## src/rtl/uart_tx_arbiter.sv

```systemverilog
`timescale 1ns/1ps
// uart_tx_arbiter
//   Shares one byte-wide Uart transmitter among four requesters. A requester
//   wins a round-robin arbitration and then owns the Uart until its message
//   ends. A message ends when a byte flagged LAST has been handed to the Uart,
//   or when the owner stays silent for TIMEOUT cycles. Accepted bytes pass
//   through a single holding register. This register decouples the
//   requester handshake from the Uart handshake.
//
// Ports
//   clk          single clock, rising edge
//   rst          asynchronous active-high reset
//   req_valid    [3:0]  per-requester byte valid
//   req_data     [31:0] per-requester byte, requester i on [8i+7:8i]
//   req_last     [3:0]  per-requester end-of-message flag
//   req_ready    [3:0]  per-requester accept (owner only, at most one bit set)
//   uart_in      [7:0]  byte presented to the Uart (holding register)
//   uart_oe      byte-present strobe; transfers when uart_rdy is also high
//   uart_rdy     Uart ready
//   grant        [3:0]  one-hot current owner, zero when idle
//   timeout_evt  one-cycle pulse when a grant is revoked by inactivity
module uart_tx_arbiter #(
  parameter int unsigned TIMEOUT = 1023
) (
  input  logic        clk,
  input  logic        rst,
  input  logic [3:0]  req_valid,
  input  logic [31:0] req_data,
  input  logic [3:0]  req_last,
  output logic [3:0]  req_ready,
  output logic [7:0]  uart_in,
  output logic        uart_oe,
  input  logic        uart_rdy,
  output logic [3:0]  grant,
  output logic        timeout_evt
);

  typedef enum logic [1:0] {
    IDLE  = 2'd0,
    LOCK  = 2'd1,
    DRAIN = 2'd2
  } state_t;

  // The counter value whose next starved cycle revokes the grant.
  localparam logic [9:0] CNT_LAST = 10'(TIMEOUT - 1);

  state_t      state, state_nxt;
  logic [1:0]  ptr;
  logic [1:0]  owner;
  logic [1:0]  pick;
  logic        pick_found;
  logic [7:0]  hold;
  logic        hold_v;
  logic        hold_last;
  logic [9:0]  cnt;

  logic        owner_valid;
  logic        owner_last;
  logic [7:0]  owner_byte;
  logic        accept;
  logic        xfer;
  logic        starve;
  logic        expire;
  logic        finish;

  // Round-robin search beginning at ptr. The index arithmetic is two bits
  // wide, so it wraps from 3 to 0.
  always_comb begin : arbitrate
    // NOTE: every combinational output gets a default first, so no path leaves it unassigned and no latch is inferred.
    pick       = ptr;
    pick_found = 1'b0;
    for (int k = 0; k < 4; k++) begin
      if (!pick_found && req_valid[ptr + 2'(k)]) begin
        pick       = ptr + 2'(k);
        pick_found = 1'b1;
      end
    end
  end

  // Only the owner's lane is looked at; other lanes are ignored.
  always_comb begin : owner_mux
    owner_valid = req_valid[owner];
    owner_last  = req_last[owner];
    owner_byte  = req_data[{owner, 3'b000} +: 8];
  end

  // Accept and transfer are mutually exclusive. Ready is the inverse of
  // hold_v, so the peak rate is one byte every two cycles.
  always_comb begin : handshakes
    accept = (state == LOCK) && !hold_v && owner_valid;
    xfer   = hold_v && uart_rdy;
    starve = (state == LOCK) && !hold_v && !owner_valid;
    expire = starve && (cnt == CNT_LAST);
    finish = (state == DRAIN) && xfer && hold_last;
  end

  always_comb begin : fsm_next
    state_nxt = state;
    req_ready = 4'b0000;
    grant     = 4'b0000;
    uart_in   = hold;
    uart_oe   = hold_v;
    unique case (state)
      IDLE: begin
        if (pick_found) state_nxt = LOCK;
      end
      LOCK: begin
        grant            = 4'b0001 << owner;
        req_ready[owner] = !hold_v;
        if (accept && owner_last) state_nxt = DRAIN;
        else if (expire)          state_nxt = IDLE;
      end
      DRAIN: begin
        grant = 4'b0001 << owner;
        if (finish) state_nxt = IDLE;
      end
      default: state_nxt = IDLE;
    endcase
  end

  always_ff @(posedge clk or posedge rst) begin : fsm_reg
    // NOTE: sequential state uses non-blocking assignments, so every register samples pre-edge values regardless of block order.
    if (rst) state <= IDLE;
    else     state <= state_nxt;
  end

  always_ff @(posedge clk or posedge rst) begin : datapath
    // NOTE: the byte register is reset too, because the Uart must see 8'h00 on uart_in while held in reset, not stale data.
    if (rst) begin
      ptr         <= 2'd0;
      owner       <= 2'd0;
      hold        <= 8'h00;
      hold_v      <= 1'b0;
      hold_last   <= 1'b0;
      cnt         <= 10'd0;
      timeout_evt <= 1'b0;
    end else begin
      timeout_evt <= expire;

      if ((state == IDLE) && pick_found) owner <= pick;

      if (accept) begin
        hold      <= owner_byte;
        hold_v    <= 1'b1;
        hold_last <= owner_last;
      end else if (xfer) begin
        hold_v    <= 1'b0;
        hold_last <= 1'b0;
      end

      // The finishing owner becomes the lowest priority for the next round.
      if (finish || expire) ptr <= owner + 2'd1;

      // Count only starved LOCK cycles. A byte waiting on a stalled Uart
      // holds the count, because starve requires hold_v low.
      if ((state != LOCK) || accept || expire) cnt <= 10'd0;
      else if (starve)                        cnt <= cnt + 10'd1;
    end
  end

endmodule

```

## config.mk

```make
export PLATFORM = sky130hd
export DESIGN_NAME = uart_tx_arbiter
export DESIGN_NICKNAME = d
export VERILOG_FILES = /design/src/rtl/uart_tx_arbiter.sv
export SDC_FILE = /design/constraint.sdc
export NUM_CORES = 1
export LEC_CHECK = 0
export ABC_AREA = 1
export CORE_MARGIN = 2
export CORE_UTILIZATION = 43
export DETAILED_ROUTE_END_ITERATION = 16
export GPL_TIMING_DRIVEN = 0
export HOLD_SLACK_MARGIN = 0.05
export PLACE_DENSITY = 0.77
export SYNTH_ARGS = -nofsm -noshare
export SYNTH_HDL_FRONTEND = slang
export SYNTH_SLANG_ARGS = --single-unit
```

## constraint.sdc

```tcl
create_clock -name clk -period 1.65 [get_ports clk]
set_clock_uncertainty 0.1 [all_clocks]
set_input_delay 0.165 -clock clk [delete_from_list [all_inputs] [get_ports clk]]
set_output_delay 0.165 -clock clk [all_outputs]
set_load 0.03 [all_outputs]
```

# Word level (Yosys, flattened, before mapping)
# Index checks and enable logic that the tools add are counted.
dict set report totals {
  register_bits 27
  inputBits 43
  word_cells 88
}
dict set report classes {
  addsub 5
  n_lt_le_gt_ge 6
  eq_ne 7
  n_shift 2
  n_mux 33
  bitwise_logic 1
  n_reduce_logical 26
}
# op n
set op_table {}
lappend op_table {{$shiftx A32 B6 Y8} 1}
lappend op_table {{$mux W10} 2}
lappend op_table {{$lt A2 B3 Y1 const B} 5}
lappend op_table {{$mux W1} 14}
lappend op_table {{$mux W2} 7}
lappend op_table {{$logic_and A1 B1 Y1} 13}
lappend op_table {{$bmux W1 S2} 6}
lappend op_table {{$add A10 B1 Y10 const B} 1}
lappend op_table {{$eq A10 B10 Y1 const B} 1}
lappend op_table {{$mux W4} 2}
lappend op_table {{$pmux W2 S3} 1}
lappend op_table {{$logic_not A1 Y1} 5}
lappend op_table {{$add A2 B1 Y2 const B} 2}
lappend op_table {{$add A2 B2 Y2 const B} 2}
lappend op_table {{$and A4 B4 Y4} 1}
lappend op_table {{$ne A2 B2 Y1 const B} 2}
lappend op_table {{$reduce_bool A2 Y1} 2}
lappend op_table {{$shl A1 B2 Y4 const A} 1}
lappend op_table {{$logic_or A1 B1 Y1} 3}
lappend op_table {{$ne A3 B2 Y1 const B} 1}
lappend op_table {{$reduce_and A3 Y1} 1}
lappend op_table {{$demux W1 S2} 1}
lappend op_table {{$eq A2 B1 Y1 const B} 1}
lappend op_table {{$eq A2 B2 Y1 const B} 1}
lappend op_table {{4 further kinds} 4}

# Logic depth before layout (Yosys ltp)
dict set report depth {
  ltp_word 14
  ltp_mapped 13
}

# Worst setup path after synthesis
# Ideal clock, no wire load.
dict set report synth_path {
  path_kind {register to output}
  start {register owner[0]}
  end {output port req_ready[0]}
  t_arrival_ns 1.474
  t_required_ns 1.385
  setup_slack_ns -0.089
  stages_incl_launch_ff 7
  path_cell_list {dfrtp_1 > inv_2 > buf_2 > buf_2 > ha_1 > inv_1 > nor2_1}
}
dict set report synth_via {
  elab_chain_len 6
  word_cells_on_any_way 7
  cone_classes {2 x order compare; 3 x mux; 1 x bitwise; 1 x reduce/logical}
}
# element line
set synth_lines {}
lappend synth_lines {{from (decl)} 49} ;# logic [1:0] owner;
lappend synth_lines {{from (signal assigned)} 140} ;# if ((state == IDLE) && pick_found) owner <= pick;
lappend synth_lines {{$lt A2 B3 Y1 (implied by the code) / $ge A2 B1 Y1 (equally long branches)} 109} ;# req_ready[owner] = !hold_v;
lappend synth_lines {{$logic_and A1 B1 Y1 (implied by the code)} 109}
lappend synth_lines {{$mux W1 (implied by the code)} 109}
lappend synth_lines {{$demux W1 S2 (*)} 109}
lappend synth_lines {{$and A4 B4 Y4 (no line) (*)} n/a}
lappend synth_lines {{$mux W4 (*)} 103} ;# unique case (state)
lappend synth_lines {{to (decl)} 30} ;# output logic [3:0] req_ready,
# Mark *: on every way between the ends. The rest lies on a longest branch, timed or not.

# Final worst setup path
dict set report layout_path {
  start {register owner[1]}
  end {output port req_ready[1]}
}
# Same word-level chain as after synthesis.

==> out/results.txt <==
status = complete, but fails checks
failing checks = negative setup slack
period utilisation layout = 105%
max-cap check violation count = 0
vias in the first global route = 2270
vias = 2420
Cells after DPL = 426
Worst Setup End Kind = output port
nets = 455
final WL = 6530 um
Vias/cell = 5.31
worst-margin pin slew = 1.05 ns
largest net degree at the start of global routing = 28
Num CTS Buffers = 3
initial antenna violation count = 0
FMAX = 576 MHz
layout cell share with drive strength beyond 1 = 30.1%
crit path DAT = 1.47 ns
LEAKAGE = 1.58 nW
IO buf count = 60
Mean Syn Cell Area = 6.60 um^2
post-synthesis cell area = 2060 um^2
Place WS = -0.702 ns
Routed Antenna Nets = 0
Ant. Diodes = 0
Slew Limit Fails = 0
Total GRT Usage = 23.8%
DIE HEIGHT = 73.2 um
core area = 4660 um^2
IO Pins = 61
TritonCTS clock tree = done
min Tclk post-route = 1.74 ns
Clk pin slew, worst setup/hold paths = 0.10 ns
CP Max Fanout = 3
final instance area = 3300 um^2
1st-iter DRT viols = 146
clk root buf = clkbuf_8
Yosys warning count = 0
RSZ-0062 raised after global routing = true
post-synth top area cell = dfrtp_1
top cells by area, synth = dfrtp_1, nand2_1, inv_1, nor2_1, o21ai_0
placed inst area = 2730 um^2
final setup vio count = 10
GRT overflow = 0
setup ws final = -0.0860 ns
Seq cells post-synth = 27
first-pass GRT wire length = 10200 um
DP Wirelength = 4180 um
sequential share of the synthesized area = 32.8%
Critical Path RT = 1.38 ns
Cell Rows = 25
clk sinks = 27
Starting Density = 44.2%
Mapped Cells = 312
gpl congestion = 0.878
Area Overhead vs Synth = 60.2%
Final Hold Viols = 0
Min-Delay Path Class = primary input to asynchronous set/reset pin
DR WL/cell = 14.3 um
DRC viols = 0
Chip Width = 73.2 um
worst-case clock buffer depth = 2
die area = 5360 um^2
top cell type's share of synthesized area = 32.8%
Startpoint Class = flop
CTS H-tree lvls = 1
DRT Pass-1 Iters = 4
Netlist cell types = 26
Power Density = 1680 nW/um^2
Slew headroom = 29.7%
worst skew pair latency = 0.28 ns
fin cells = 456
VDD IR-drop max = 1070 uV
syn nets = 364
Crit Path Category = flop to output port
[worst max-delay path, stage by stage (launching register included)]
cell and delay [ns]:
dfrtp_1 0.45, inv_2 0.12, buf_6 0.13, ha_2 0.18
inv_1 0.04, nor2_1 0.10, buf_4 0.17
[final cells by class]
class / instances / area, um^2
Buffer: 10 / 114
Clock buffer: 3 / 41.3
Clock inverter: 1 / 7.51
Fill cell: 368 / 1360
Inverter: 42 / 160
Multi-Input combinational cell: 233 / 1410
Sequential cell: 27 / 679
Tap cell: 54 / 67.6
Timing Repair Buffer: 86 / 817
[placed cells by master, fill, tap and decap left out, drive strengths merged]
cell             n
clkdlybuf4s50   51
ha               9
dlygate4sd2      1
clkbuf           3
nand2          112
o21ai           25
xnor2            1
buf             44
nor2            37
clkinvlp         1
a21oi            3
nand3           21
a211oi           2
a41oi            1
o211ai           1
xor2             3
dfrtp           27
o22ai           10
nand4            7
nor3             1
inv             42
[per-layer routing]
metal,global-route usage [%],share of wire (%),vias up
met3,5.11,6.6,11
met4,7.00,1.4,0
met5,0,0,-
li1,-,-,1168
met1,29.4,41,1145
met2,41.2,51,96
[cell usage after synthesis, drive strengths merged]
| master | instances |
|---|---|
| a211oi | 2 |
| a21oi | 3 |
| a41oi | 1 |
| buf | 10 |
| dfrtp | 27 |
| ha | 9 |
| inv | 42 |
| nand2 | 112 |
| nand3 | 21 |
| nand4 | 7 |
| nor2 | 37 |
| nor3 | 1 |
| o211ai | 1 |
| o21ai | 25 |
| o22ai | 10 |
| xnor2 | 1 |
| xor2 | 3 |
[sequential cells by signal, summed over array words and instances (netlist names)]
signal and flops:
cnt 10, ptr 2, state 2, hold_last 1, uart_in 8, owner 2
timeout_evt 1, uart_oe 1
[where the power goes]
group | internal [mW] | leakage, nW | switching (mW)
clock | 0.172 | 0.0217 | 0.230
sequential | 0.862 | 0.345 | 0.167
combinational | 1.74 | 1.21 | 2.38
[cells by family (layout without fill, tap and decap cells)]
group / count (synthesis) / after routing / synth area share [%]
AND/OR/NAND/NOR: 178 / 178 / 37.4
buffers and inverters: 52 / 142 / 10.6
AO/OA/AOI/OAI: 42 / 42 / 12.0
flip-flops: 27 / 27 / 32.8
XOR/XNOR: 4 / 4 / 1.70
adder cells (fa/ha/maj): 9 / 9 / 5.46
[path summary, 6_finish.rpt]
| check | start | to | slack [ns] | cells past startpoint |
|---|---|---|---|---|
| min in group clk | uart_in[4]$_DFFE_PP0P_ | uart_in[4]$_DFFE_PP0P_ | 0.39 | 2 |
| max in group asynchronous | rst | ptr[0]$_DFFE_PP0P_ | 0.40 | 2 |
| worst max-delay path | owner[1]$_DFFE_PP0P_ | req_ready[1] | -0.09 | 6 |
| worst min-delay path | rst | uart_in[0]$_DFFE_PP0P_ | 0.33 | 2 |
| worst max register to register | owner[0]$_DFFE_PP0P_ | state[1]$_DFFE_PP0P_ | -0.05 | 10 |
| worst min register to register | uart_in[4]$_DFFE_PP0P_ | uart_in[4]$_DFFE_PP0P_ | 0.39 | 2 |
[timing repair]
item,4_1_cts,5_1_grt
setup buffers,9,16
gates cloned,0,1
resized for setup,95,55
hold buffers,0,0
endpoints found under the setup margin,33,29
pin swaps,5,24
[through the flow]
stage	util (%)	hold slack [ns]	power (mW)	setup TNS, ns
floorplan	-	0.118	3.01	0
global placement	58.7	0.363	3.89	-7.09
detailed placement	58.7	0.367	3.93	-7.55
CTS	64.5	0.380	4.93	-0.00248
global route	70.8	0.414	5.95	-1.45
finish	70.8	0.332	5.56	-0.238
Power figures use the tool's default switching activity.
